[config.mk]
export PLATFORM = sky130hd
export DESIGN_NAME = router_fifo
export DESIGN_NICKNAME = d
export VERILOG_FILES = /design/src/rtl/router_pkg.sv /design/src/rtl/router_fifo_mem.sv /design/src/rtl/router_fifo.sv
export SDC_FILE = /design/constraint.sdc
export NUM_CORES = 1
export LEC_CHECK = 0
export ABC_AREA = 1
export BUFFER_PORTS_ARGS = -buffer_cell sky130_fd_sc_hd__buf_2
export CAP_MARGIN = 10
export CORE_ASPECT_RATIO = 1.5
export CORE_UTILIZATION = 28
export DETAILED_ROUTE_END_ITERATION = 16
export GPL_TIMING_DRIVEN = 0
export PLACE_DENSITY = 0.41
export SYNTH_ARGS = -nofsm -noshare
export SYNTH_HDL_FRONTEND = slang
export SYNTH_HIERARCHICAL = 1
export SYNTH_SLANG_ARGS = --single-unit
[constraint.sdc]
create_clock -name clock -period 2.81 [get_ports clock]
set_clock_uncertainty 0.05 [all_clocks]
set_input_delay 0.281 -clock clock [delete_from_list [all_inputs] [get_ports clock]]
set_output_delay 0.281 -clock clock [all_outputs]
set_load 0.01 [all_outputs]
[src/rtl/router_pkg.sv]
// Shared constants and types for the 1x3 router datapath.
// Header byte layout: [1:0] destination port, [7:2] payload length.
package router_pkg;

    localparam int FIFO_DEPTH  = 16;
    localparam int DATA_W      = 8;

    localparam int DEST_LSB    = 0;
    localparam int DEST_MSB    = 1;
    localparam int LEN_LSB     = 2;
    localparam int LEN_MSB     = 7;
    localparam int MAX_PAYLOAD = 63;

    localparam int LEN_W       = LEN_MSB - LEN_LSB + 1;
    localparam int PKT_CNT_W   = LEN_W + 1;

    // One stored FIFO entry: header marker plus the byte itself.
    typedef struct packed {
        logic              lfd;
        logic [DATA_W-1:0] data;
    } fifo_entry_t;

    // Bytes still to be delivered after a header: payload plus parity.
    function automatic logic [PKT_CNT_W-1:0] pkt_remaining(input logic [LEN_W-1:0] len);
        return {1'b0, len} + PKT_CNT_W'(1);
    endfunction

endpackage

[src/rtl/router_fifo_mem.sv]
// Storage array for router_fifo: DEPTH x {lfd, byte}.
// Synchronous write port, registered read port with a clear/zero path,
// and a combinational peek of the head entry's header fields.
module router_fifo_mem
    import router_pkg::*;
#(
    parameter int DEPTH  = router_pkg::FIFO_DEPTH,
    parameter int DATA_W = router_pkg::DATA_W,
    parameter int ADDR_W = 4
) (
    input  logic                 clock,
    input  logic                 clr_i,
    input  logic                 we_i,
    input  logic [ADDR_W-1:0]    waddr_i,
    input  logic [DATA_W:0]      wdata_i,
    input  logic                 re_i,
    input  logic                 zero_i,
    input  logic [ADDR_W-1:0]    raddr_i,
    output logic [DATA_W-1:0]    rdata_o,
    output logic                 head_lfd_o,
    output logic [LEN_W-1:0]     head_len_o
);

    logic [DATA_W-1:0] data_q [DEPTH];
    logic [DEPTH-1:0]  lfd_q;
    logic [DATA_W-1:0] rdata_q;

    // Byte storage; contents are don't-care until written, so no reset.
    always_ff @(posedge clock) begin
        if (we_i) begin
            data_q[waddr_i] <= wdata_i[DATA_W-1:0];
        end
    end

    // Header markers are cleared on flush so stale entries never look like headers.
    always_ff @(posedge clock) begin
        if (clr_i) begin
            lfd_q <= '0;
        end else if (we_i) begin
            lfd_q[waddr_i] <= wdata_i[DATA_W];
        end
    end

    // Registered read port; forced to zero on flush or when the port goes idle.
    always_ff @(posedge clock) begin
        if (clr_i || zero_i) begin
            rdata_q <= '0;
        end else if (re_i) begin
            rdata_q <= data_q[raddr_i];
        end
    end

    assign rdata_o    = rdata_q;
    assign head_lfd_o = lfd_q[raddr_i];
    assign head_len_o = data_q[raddr_i][LEN_MSB:LEN_LSB];

endmodule

[src/rtl/router_fifo.sv]
// Per-destination output FIFO of the 1x3 router.
// Buffers {lfd, byte} entries from the register stage and tracks the packet
// length so data_out returns to zero once the parity byte has gone out.
// Optional build macro ROUTER_FIFO_OVF_EN adds a sticky overflow output.
module router_fifo
    import router_pkg::*;
#(
    parameter int DEPTH  = router_pkg::FIFO_DEPTH,
    parameter int DATA_W = router_pkg::DATA_W,
    parameter int ADDR_W = 4
) (
    input  logic              clock,
    input  logic              resetn,
    input  logic              soft_reset,
    input  logic              write_enb,
    input  logic              read_enb,
    input  logic              lfd_state,
    input  logic [DATA_W-1:0] data_in,
`ifdef ROUTER_FIFO_OVF_EN
    output logic              overflow,
`endif
    output logic              full,
    output logic              empty,
    output logic [DATA_W-1:0] data_out
);

    logic [ADDR_W:0]    wr_ptr_q, wr_ptr_d;
    logic [ADDR_W:0]    rd_ptr_q, rd_ptr_d;
    logic [PKT_CNT_W-1:0] pkt_cnt_q, pkt_cnt_d;

    logic               flush;
    logic               wr_fire;
    logic               rd_fire;
    logic               idle_zero;
    logic               head_lfd;
    logic [LEN_W-1:0]   head_len;

    assign flush = !resetn || soft_reset;

    assign empty = (wr_ptr_q == rd_ptr_q);
    assign full  = (wr_ptr_q[ADDR_W] != rd_ptr_q[ADDR_W]) &&
                   (wr_ptr_q[ADDR_W-1:0] == rd_ptr_q[ADDR_W-1:0]);

    // Both requests are qualified against the flags before the edge.
    assign wr_fire   = write_enb && !full;
    assign rd_fire   = read_enb && !empty;
    assign idle_zero = !rd_fire && (pkt_cnt_q == '0);

    // Next-state for pointers and the remaining-bytes counter.
    always_comb begin
        wr_ptr_d  = wr_ptr_q;
        rd_ptr_d  = rd_ptr_q;
        pkt_cnt_d = pkt_cnt_q;
        if (wr_fire) begin
            wr_ptr_d = wr_ptr_q + 1'b1;
        end
        if (rd_fire) begin
            rd_ptr_d = rd_ptr_q + 1'b1;
            if (head_lfd) begin
                pkt_cnt_d = pkt_remaining(head_len);
            end else if (pkt_cnt_q != '0) begin
                pkt_cnt_d = pkt_cnt_q - 1'b1;
            end
        end
    end

    // Control state; hard reset and soft flush both discard everything.
    always_ff @(posedge clock) begin
        if (flush) begin
            wr_ptr_q  <= '0;
            rd_ptr_q  <= '0;
            pkt_cnt_q <= '0;
        end else begin
            wr_ptr_q  <= wr_ptr_d;
            rd_ptr_q  <= rd_ptr_d;
            pkt_cnt_q <= pkt_cnt_d;
        end
    end

`ifdef ROUTER_FIFO_OVF_EN
    logic ovf_q;

    // Sticky flag for any write attempted while full.
    always_ff @(posedge clock) begin
        if (flush) begin
            ovf_q <= 1'b0;
        end else if (write_enb && full) begin
            ovf_q <= 1'b1;
        end
    end

    assign overflow = ovf_q;
`endif

    router_fifo_mem #(
        .DEPTH  (DEPTH),
        .DATA_W (DATA_W),
        .ADDR_W (ADDR_W)
    ) u_mem (
        .clock      (clock),
        .clr_i      (flush),
        .we_i       (wr_fire && !flush),
        .waddr_i    (wr_ptr_q[ADDR_W-1:0]),
        .wdata_i    ({lfd_state, data_in}),
        .re_i       (rd_fire),
        .zero_i     (idle_zero),
        .raddr_i    (rd_ptr_q[ADDR_W-1:0]),
        .rdata_o    (data_out),
        .head_lfd_o (head_lfd),
        .head_len_o (head_len)
    );

endmodule
# ---- After elaboration in Yosys (flattened, before gate mapping)
# Memory sizes are Yosys's and may differ from the RTL's. A register that Yosys moved wholly into a read port is not among the register bits.
# Index checks and enable logic that the tools add are counted.
dict set report word_totals {
  memories 1
  word_cells 44
  reg_bits 41
  out_inout_bits 10
  mem_bits_rw 128
  inputBits 14
}
# memory words width read_ports rd_clocked_by_memory_dff write_ports line
set memory_table {}
lappend memory_table {u_mem.data_q 16 8 1 1 1 router_fifo_mem.sv:24} ;# logic [DATA_W-1:0] data_q [DEPTH];
dict set report op_classes {
  n_addsub 4
  n_reduce_logical 17
  mux 11
  magnitude_cmp 3
  eq_ne 3
}
# op n
set ops {}
lappend ops {{bitwise mux 16 bit} 1}
lappend ops {{two-way mux 7 bit} 2}
lappend ops {{adder 5 x 1 -> 5 bit (second input constant)} 2}
lappend ops {{< comparator 4 x 5 -> 1 bit (second input constant)} 2}
lappend ops {{two-way mux 4 bit} 2}
lappend ops {{adder 6 x 1 -> 7 bit (second input constant)} 1}
lappend ops {{logical NOT 7 bit} 1}
lappend ops {{nonzero test 7 bit} 1}
lappend ops {{subtractor 7 x 1 -> 7 bit (second input constant)} 1}
lappend ops {{logical AND 1 bit} 6}
lappend ops {{equality test 5 bit} 1}
lappend ops {{logical NOT 1 bit} 5}
lappend ops {{binary-select mux 1 bit (select 4 bit)} 1}
lappend ops {{demux 1 bit (select 4 bit)} 1}
lappend ops {{equality test 4 bit} 1}
lappend ops {{greater-or-equal comparator 4 x 1 -> 1 bit (second input constant)} 1}
lappend ops {{two-way mux 1 bit} 4}
lappend ops {{logical OR 1 bit} 2}
lappend ops {{AND reduction 2 bit} 1}
lappend ops {{nonzero test 2 bit} 1}
lappend ops {{!= test 1 bit} 1}

# ---- Longest topological paths before layout
# Gate-level depths: netlist of the first run.
dict set report logic_depth {
  word_depth 7
  mapped_depth 18
  ltp_nobuf 16
}

# ---- Hierarchy
# The synthesis of the first run kept the hierarchy.
# mod seq_area_each_um2 instances area_each_um2 cells_each
set by_module_without_submodules {}
lappend by_module_without_submodules {router_fifo_mem 4324.1 1 6490.0 647}
lappend by_module_without_submodules {router_fifo 340.3 1 1172.4 184}

# ---- Worst setup path after synthesis of the first run
# No wires, ideal clock.
dict set report synth_timing {
  path_type {register -> register}
  start {register wr_ptr_q[2]}
  end {memory u_mem.data_q[11][0], enable pin}
  path_stages_with_launch 9
  setup_time_ns 0.375
  period_less_slack_ns 2.126
  n_path_buf 0
  t_required_ns 2.385
  arrival_time_ns 1.701
  path_slack_ns 0.684
  path_cell_list {dfxtp_1 nand2_1 nand2_1 nor2_2 nand3b_1 nand2_2 nor2_1 nand3_1 nor2_1}
}
dict set report synth_between {
  elab_chain_cells 7
}
# item line
set synth_lines {}
lappend synth_lines {{start, declared} router_fifo.sv:27} ;# logic [ADDR_W:0] wr_ptr_q, wr_ptr_d;
lappend synth_lines {{start signal, assigned} router_fifo.sv:74} ;# wr_ptr_q <= wr_ptr_d;
lappend synth_lines {{equality test 4 bit} router_fifo.sv:42} ;# (wr_ptr_q[ADDR_W-1:0] == rd_ptr_q[ADDR_W-1:0]);
lappend synth_lines {{logical AND 1 bit} router_fifo.sv:41} ;# assign full = (wr_ptr_q[ADDR_W] != rd_ptr_q[ADDR_W]) &&
lappend synth_lines {{logical NOT 1 bit} router_fifo.sv:45} ;# assign wr_fire = write_enb && !full;
lappend synth_lines {{logical AND 1 bit} router_fifo.sv:45}
lappend synth_lines {{logical AND 1 bit} router_fifo.sv:102} ;# .we_i (wr_fire && !flush),
lappend synth_lines {{two-way mux 1 bit} router_fifo_mem.sv:30} ;# if (we_i) begin
lappend synth_lines {{two-way mux 1 bit (implied by the code)} router_fifo_mem.sv:31} ;# data_q[waddr_i] <= wdata_i[DATA_W-1:0];
lappend synth_lines {{end, declared} router_fifo_mem.sv:24}
# Parallel ways exist; a longest one is shown, timed or not.

# ---- Final worst setup path of the first run
dict set report layout_timing {
  start {register wr_ptr_q[2]}
  end {memory u_mem.data_q[3][6], enable pin}
}
# The elaborated chain is that of the path after synthesis.

==> results of run 1 <==
[power by group]
part	switching (mW)	total, mW	internal [mW]
registers	0.00706	2.70	2.69
logic	0.203	0.289	0.0856
clock network	0.936	2.21	1.28
total	1.15	5.20	4.05
[metrics by stage]
stage / area, µm² / setup TNS (ns)
after floorplan: 7660 / 0
after global placement: 8190 / -13.57
after detailed placement: 8190 / -16.59
after CTS: 8760 / -9.31
after global routing: 8820 / -11.25
final: 8820 / 0
[logic make-up after synthesis]
family / count (synthesis) / share of synthesized area
compound gates: 66 / 0.0485
xor+xnor: 6 / 0.00686
fa+ha+maj: 5 / 0.00816
buf+inv: 132 / 0.0810
flops: 169 / 0.609
simple gates: 453 / 0.247
[final timing paths]
path	endpoint	slack, ns	depth (start not counted)
setup / recovery	u_mem/data_q[3][6]	0.05	8
hold / removal	rd_ptr_q[0]	0.08	4
setup reg to reg	u_mem/data_q[3][6]	0.05	8
hold reg to reg	rd_ptr_q[1]	0.47	2
[registers in the layout, indices dropped and copies added, names as in the netlist]
name           count
wr_ptr_q           5
u_mem/rdata_o      8
pkt_cnt_q          7
u_mem/lfd_q       16
u_mem/data_q     128
rd_ptr_q           5
[metal layers]
layer  up-vias  global-route usage  wire, µm
li1       2806                   -         -
met1      2628               0.193      8990
met2        95               0.311     11900
met3        27              0.0354       719
met4         0              0.0710       622
met5         -                   0         0
[repair_timing]
action	in CTS	in global routing
gates resized for setup	11	22
buffers inserted	0	0
endpoints found under the setup margin	149	141
[final cells by class]
type	instances	area share
multi-input cells	530	0.277
clock buffers	18	0.0487
inverters	98	0.0426
clock inverters	11	0.0123
well taps	337	0.0478
plain buffers	34	0.0297
flip-flops and latches	169	0.529
repair buffers	22	0.0125
[worst max-delay path: cells and delay by family, from the launching register on]
kind / cells / cell delay [ns]
DFF: 1 / 0.59
and+or+nand+nor: 8 / 1.75
[cells in the final DEF (no fill, tap or decap), types with 2 or more instances in the layout]
master | netlist | final
buf_4 | 8 | 8
nor2_1 | 78 | 62
nor3_1 | 10 | 10
edfxtp_1 | 128 | 128
clkinv_2 | 0 | 5
xnor2_1 | 3 | 3
o211ai_1 | 5 | 5
clkbuf_1 | 4 | 5
clkbuf_16 | 0 | 17
nand3_2 | 2 | 2
a21oi_1 | 19 | 19
bufinv_16 | 0 | 2
xor2_1 | 3 | 3
o21ai_2 | 4 | 4
inv_2 | 7 | 8
nand3b_1 | 3 | 3
or2_2 | 2 | 2
nand2_2 | 2 | 4
buf_6 | 10 | 12
inv_1 | 89 | 88
dfxtp_2 | 0 | 3
o21ai_0 | 33 | 33
nand4_1 | 3 | 3
ha_1 | 5 | 5
nor2_4 | 0 | 4
nand3_1 | 107 | 107
a21oi_2 | 2 | 2
clkinv_1 | 1 | 3
dfxtp_1 | 41 | 38
buf_2 | 10 | 29
nand2_1 | 245 | 243
nor2_2 | 1 | 13
==> reports/results.md, run 1 <==
| Result | Value |
| --- | --- |
| Worst setup path startpoint | wr_ptr_q[2] |
| Hold Crit Start | soft_reset |
| Placer congestion estimate | 0.804 |
| Chip height | 205 µm |
| Post-detail-place hpwl | 15.4 mm |
| Routed via count divided by cell count | 4.56 |
| Antenna violation net count after detailed routing | 0 |
| Number of buffers created by CTS | 17 |
| Max Cap Violations | 0 |
| Most area-hungry cell type in the Yosys netlist | edfxtp_1 |
| Top-Level Pins | 24 |
| Post-Synthesis Cells | 831 |
| Site Rows | 73 |
| PortBufs | 22 |
| Yosys reg bits | 169 |
| Violation count after the first detailed-routing iteration | 303 |
| Wire length of the first global-routing pass | 33.5 mm |
| Final setup slack of the worst path | 0.0467 ns |
| Nets@finish | 891 |
| Post-synth ARST share | 0 |
| DRT Pass-1 Iters | 4 |
| Overall power consumption | 5.20 mW |
| Leakage power | 3.58 nW |
| Die outline area | 28000 µm² |
| FMAX | 0.362 GHz |
| Worst reg2reg path startpoint | wr_ptr_q[2] |
| Floorplan core area | 26700 µm² |
| Slowest library cell on the worst path | nor2_2 |
| Per-instance average area after synthesis | 9.22 µm² |
| Synthesized cell area | 7660 µm² |
| All-layer global routing usage | 0.172 |
| Critical path startpoint category | flip-flop |
| Initial core utilization | 0.287 |
| Post-CTS clock slew at the launch and capture registers of the worst setup and hold paths | 0.06 ns |
| Area occupied by registers | 4670 µm² |
| Rel. slew slack | 0.515 |
| Number of remaining DRC errors | 0 |
| Number of antenna violations at the first check in global routing | 0 |
| Total nets after synthesis | 850 |
| Worst hold margin | 0.0782 ns |
| Highest fanout seen on the critical path | 10 |
| Total routed wirelength | 22.2 mm |
| Minimum clock period | 2.76 ns |
| Utilization after layout | 0.331 |
| Worst supply voltage drop on vdd | 0.000394 V |
| Worst hold path type | input pin to flip-flop |
| Count of clock tree sinks | 169 |
| Worst setup path class | flip-flop to flip-flop |
| Most instantiated flip-flop cell in the synthesis netlist | edfxtp_1 |
| Post-route fraction of the period consumed by the critical path | 0.983 |
| Main area contributors after synthesis | edfxtp_1, nand2_1, dfxtp_1, nand3_1, inv_1 |
| Number of synthesis warnings | 6 |
| Post-synth EDFFs | 128 |
| Number of failing setup endpoints in the final timing report | 0 |
| CTS tree | yes |
| Max stage delay on crit path | 0.69 ns |
| Number of buffers on the longest clock path | 2 |
| Post-Layout Cell Count | 1219 |
| Maximum number of pins on one net before global-route repair | 17 |
| Cts hold-fix bufs | 0 |
| Clock latency on the worst-skew pair | 0.44 ns |
| Status | complete, no violations |
| Pre-CTS WS | -0.233 ns |
| Number of max-slew violations in the final report | 0 |
| Vias in the first global route | 5432 |
| Clk root buf | clkbuf_16 |
| WL per Instance | 18.2 µm |
| Layout cell share with drive strength beyond 1 | 0.137 |
| Fraction of the yosys area taken by sequential cells | 0.609 |
| Unrepaired setup endpoints after global routing | true |
| Hold violation total from the final report | 0 |
| Worst path required time | 2.82 ns |
| Area share of the largest cell type after synthesis | 0.502 |
| Antenna diodes | 0 |
| Count leader, synth | nand2_1 |
| P per Cell Area | 590 nW/µm² |
| Number of vias in the routed layout | 5556 |
| Data arrival time at the worst-slack endpoint | 2.78 ns |
| P&R area growth vs syn | 15.1% |
| Fill cell count | 2799 |
| Commonest cells post-synth | nand2_1, edfxtp_1, nand3_1 |
| Die boundary width | 137 µm |
| Number of placed instances with taps included | 1190 |
| CTS HTree Levels | 4 |
| CP cell instances | nand2_1 -> nand2_1 -> nor2_2 -> nand3b_1 -> nand2_2 -> nor2_1 -> nand3_1 -> nor2_2 |
| GRT Residual Overflow | 0 |
| Number of distinct library cell variants in the gate-level netlist after synthesis | 32 |
| CP Capture Type | flip-flop |
| Footprint of the multi-input gates | 2440 µm² |
| Worst Max-Slew Pin Slew | 0.727 ns |
Power figures use the tool's default switching activity.
==> run 2, diff against run 1 <==
Settings changed: SETUP_SLACK_MARGIN set to 0.2.
==> run 2 against run 1 <==
Against the previous run:
- first-iteration DRC count is 8.9% lower
- core utilization increased by 1.6 points
- sequential share of layout area shrank 2.4 points
- register-to-register slack better by 0.33 ns
- worst hold slack worse by 0.0036 ns
- die area did not move
- sequential cell count is the same
- cell count grew 1.5%
- critical path depth increased by 2
- largest cell class unchanged
==> reports/results.md, run 2 (synthesis results as in run 1) <==
| Result | Value |
| --- | --- |
| Status | complete, no violations |
| Number of failing setup endpoints in the final timing report | 0 |
| Clk root buf | clkbuf_16 |
| Worst setup path class | flip-flop to flip-flop |
| Cts hold-fix bufs | 0 |
| Layout cell share with drive strength beyond 1 | 0.162 |
| CTS tree | yes |
| Number of max-slew violations in the final report | 0 |
| Post-Layout Cell Count | 1237 |
| Critical path startpoint category | flip-flop |
| Number of remaining DRC errors | 0 |
| Met3 Use GR | 0.0351 |
| Post-route fraction of the period consumed by the critical path | 0.866 |
| Site Rows | 73 |
| Footprint of the multi-input gates | 2530 µm² |
| Total routed wirelength | 22.5 mm |
| M1 GR Usage | 0.192 |
| Post-detail-place hpwl | 15.4 mm |
| Worst path required time | 2.91 ns |
| Count of clock tree sinks | 169 |
| DRT Pass-1 Iters | 4 |
| Die boundary width | 137 µm |
| Worst Max-Slew Pin Slew | 0.535 ns |
| Unrepaired setup endpoints after global routing | true |
| Commonest non-fill, non-tap cell in the layout | nand2_1 |
| FMAX | 0.411 GHz |
| P per Cell Area | 566 nW/µm² |
| WL per Instance | 18.2 µm |
| Violation count after the first detailed-routing iteration | 276 |
| Fill cell count | 2753 |
| Post-CTS clock slew at the launch and capture registers of the worst setup and hold paths | 0.06 ns |
| Flip-flop count of the largest register after layout | 128 |
| Worst hold path type | input pin to flip-flop |
| Clock latency on the worst-skew pair | 0.44 ns |
| Most flops, register | u_mem/data_q |
| PortBufs | 22 |
| Die outline area | 28000 µm² |
| Number of vias in the routed layout | 5636 |
| Area occupied by registers | 4670 µm² |
| Number of placed instances with taps included | 1190 |
| Wire length of the first global-routing pass | 33.6 mm |
| Max stage delay on crit path | 0.58 ns |
| CP cell instances | nand2_1 -> nand2_1 -> nor2_2 -> nand3b_1 -> nand2_2 -> nor2_1 -> nand3b_1 -> buf_4 -> nor2_4 -> buf_12 |
| CP Capture Type | flip-flop |
| Antenna violation net count after detailed routing | 0 |
| Nets@finish | 909 |
| Global routing met2 resource utilization | 0.313 |
| P&R area growth vs syn | 20.5% |
| Worst supply voltage drop on vdd | 0.000396 V |
| Max Cap Violations | 0 |
| Minimum clock period | 2.43 ns |
| CTS HTree Levels | 4 |
| Overall power consumption | 5.23 mW |
| Floorplan core area | 26700 µm² |
| Antenna diodes | 0 |
| Final TNS setup | 0 ns |
| Leakage power | 3.73 nW |
| Maximum number of pins on one net before global-route repair | 17 |
| Highest-utilization routing layer at the global route stage | met2 |
| All-layer global routing usage | 0.173 |
| Commonest cells after routing, fill and taps aside | nand2_1, edfxtp_1, nand3_1, inv_1, nor2_1 |
| Chip height | 205 µm |
| Top-Level Pins | 24 |
| GRT Residual Overflow | 0 |
| Placer congestion estimate | 0.804 |
| Number of buffers on the longest clock path | 2 |
| Number of buffers created by CTS | 17 |
| Slowest library cell on the worst path | dfxtp_1 |
| Initial core utilization | 0.287 |
| Number of antenna violations at the first check in global routing | 0 |
| Routed via count divided by cell count | 4.56 |
| Vias in the first global route | 5465 |
| Highest fanout seen on the critical path | 10 |
| Data arrival time at the worst-slack endpoint | 2.53 ns |
| Rel. slew slack | 0.643 |
| Hold violation total from the final report | 0 |
-- run 2: worst max-delay path: cells and delay by family (launching register included) --
| kind | cells | cell delay [ns] |
|---|---|---|
| flops | 1 | 0.58 |
| buf+inv | 2 | 0.38 |
| simple gates | 8 | 1.12 |
-- run 2: cell type report --
cell class / instances / area share
plain buffers: 34 / 0.0293
multi-input cells: 530 / 0.274
inverters: 98 / 0.0413
flip-flops and latches: 169 / 0.506
repair buffers: 40 / 0.0455
clock buffers: 18 / 0.0465
well taps: 337 / 0.0457
clock inverters: 11 / 0.0118
-- run 2: per-stage QoR --
stage                      util  cell area (µm²)  setup slack [ns]  hold WS (ns)
final                     0.346             9230             0.375        0.0746
after global routing      0.346             9230             0.171        0.0915
after CTS                 0.334             8910            0.0487        0.0584
after detailed placement  0.307             8190            -0.233         0.460
after global placement    0.307             8190            -0.197         0.454
after floorplan               -             7660             0.684         0.330
-- run 2: per-layer routing --
layer	wire length, µm	up-vias	part of all wire
met5	0	-	0
met4	634	0	0.028
met3	834	27	0.037
met2	12100	106	0.54
met1	8990	2663	0.40
li1	-	2840	-
-- run 2: worst paths after layout --
kind               start                  to  slack [ns]  cells after the start
max reg2reg  wr_ptr_q[2]  u_mem/data_q[2][4]        0.38                     10
min           soft_reset         rd_ptr_q[0]        0.07                      4
max          wr_ptr_q[2]  u_mem/data_q[2][4]        0.38                     10
min reg2reg  rd_ptr_q[1]         rd_ptr_q[1]        0.47                      2
-- run 2: timing repair --
action / CTS / global route
setup buffers: 3 / 15
endpoints found under the setup margin: 151 / 150
gates resized for setup: 37 / 19
pin swaps: 3 / 14
-- run 2: report_power, final --
group | switching, mW | total (mW) | internal (mW)
clock network | 0.954 | 2.23 | 1.28
logic | 0.206 | 0.298 | 0.0914
registers | 0.00736 | 2.70 | 2.69
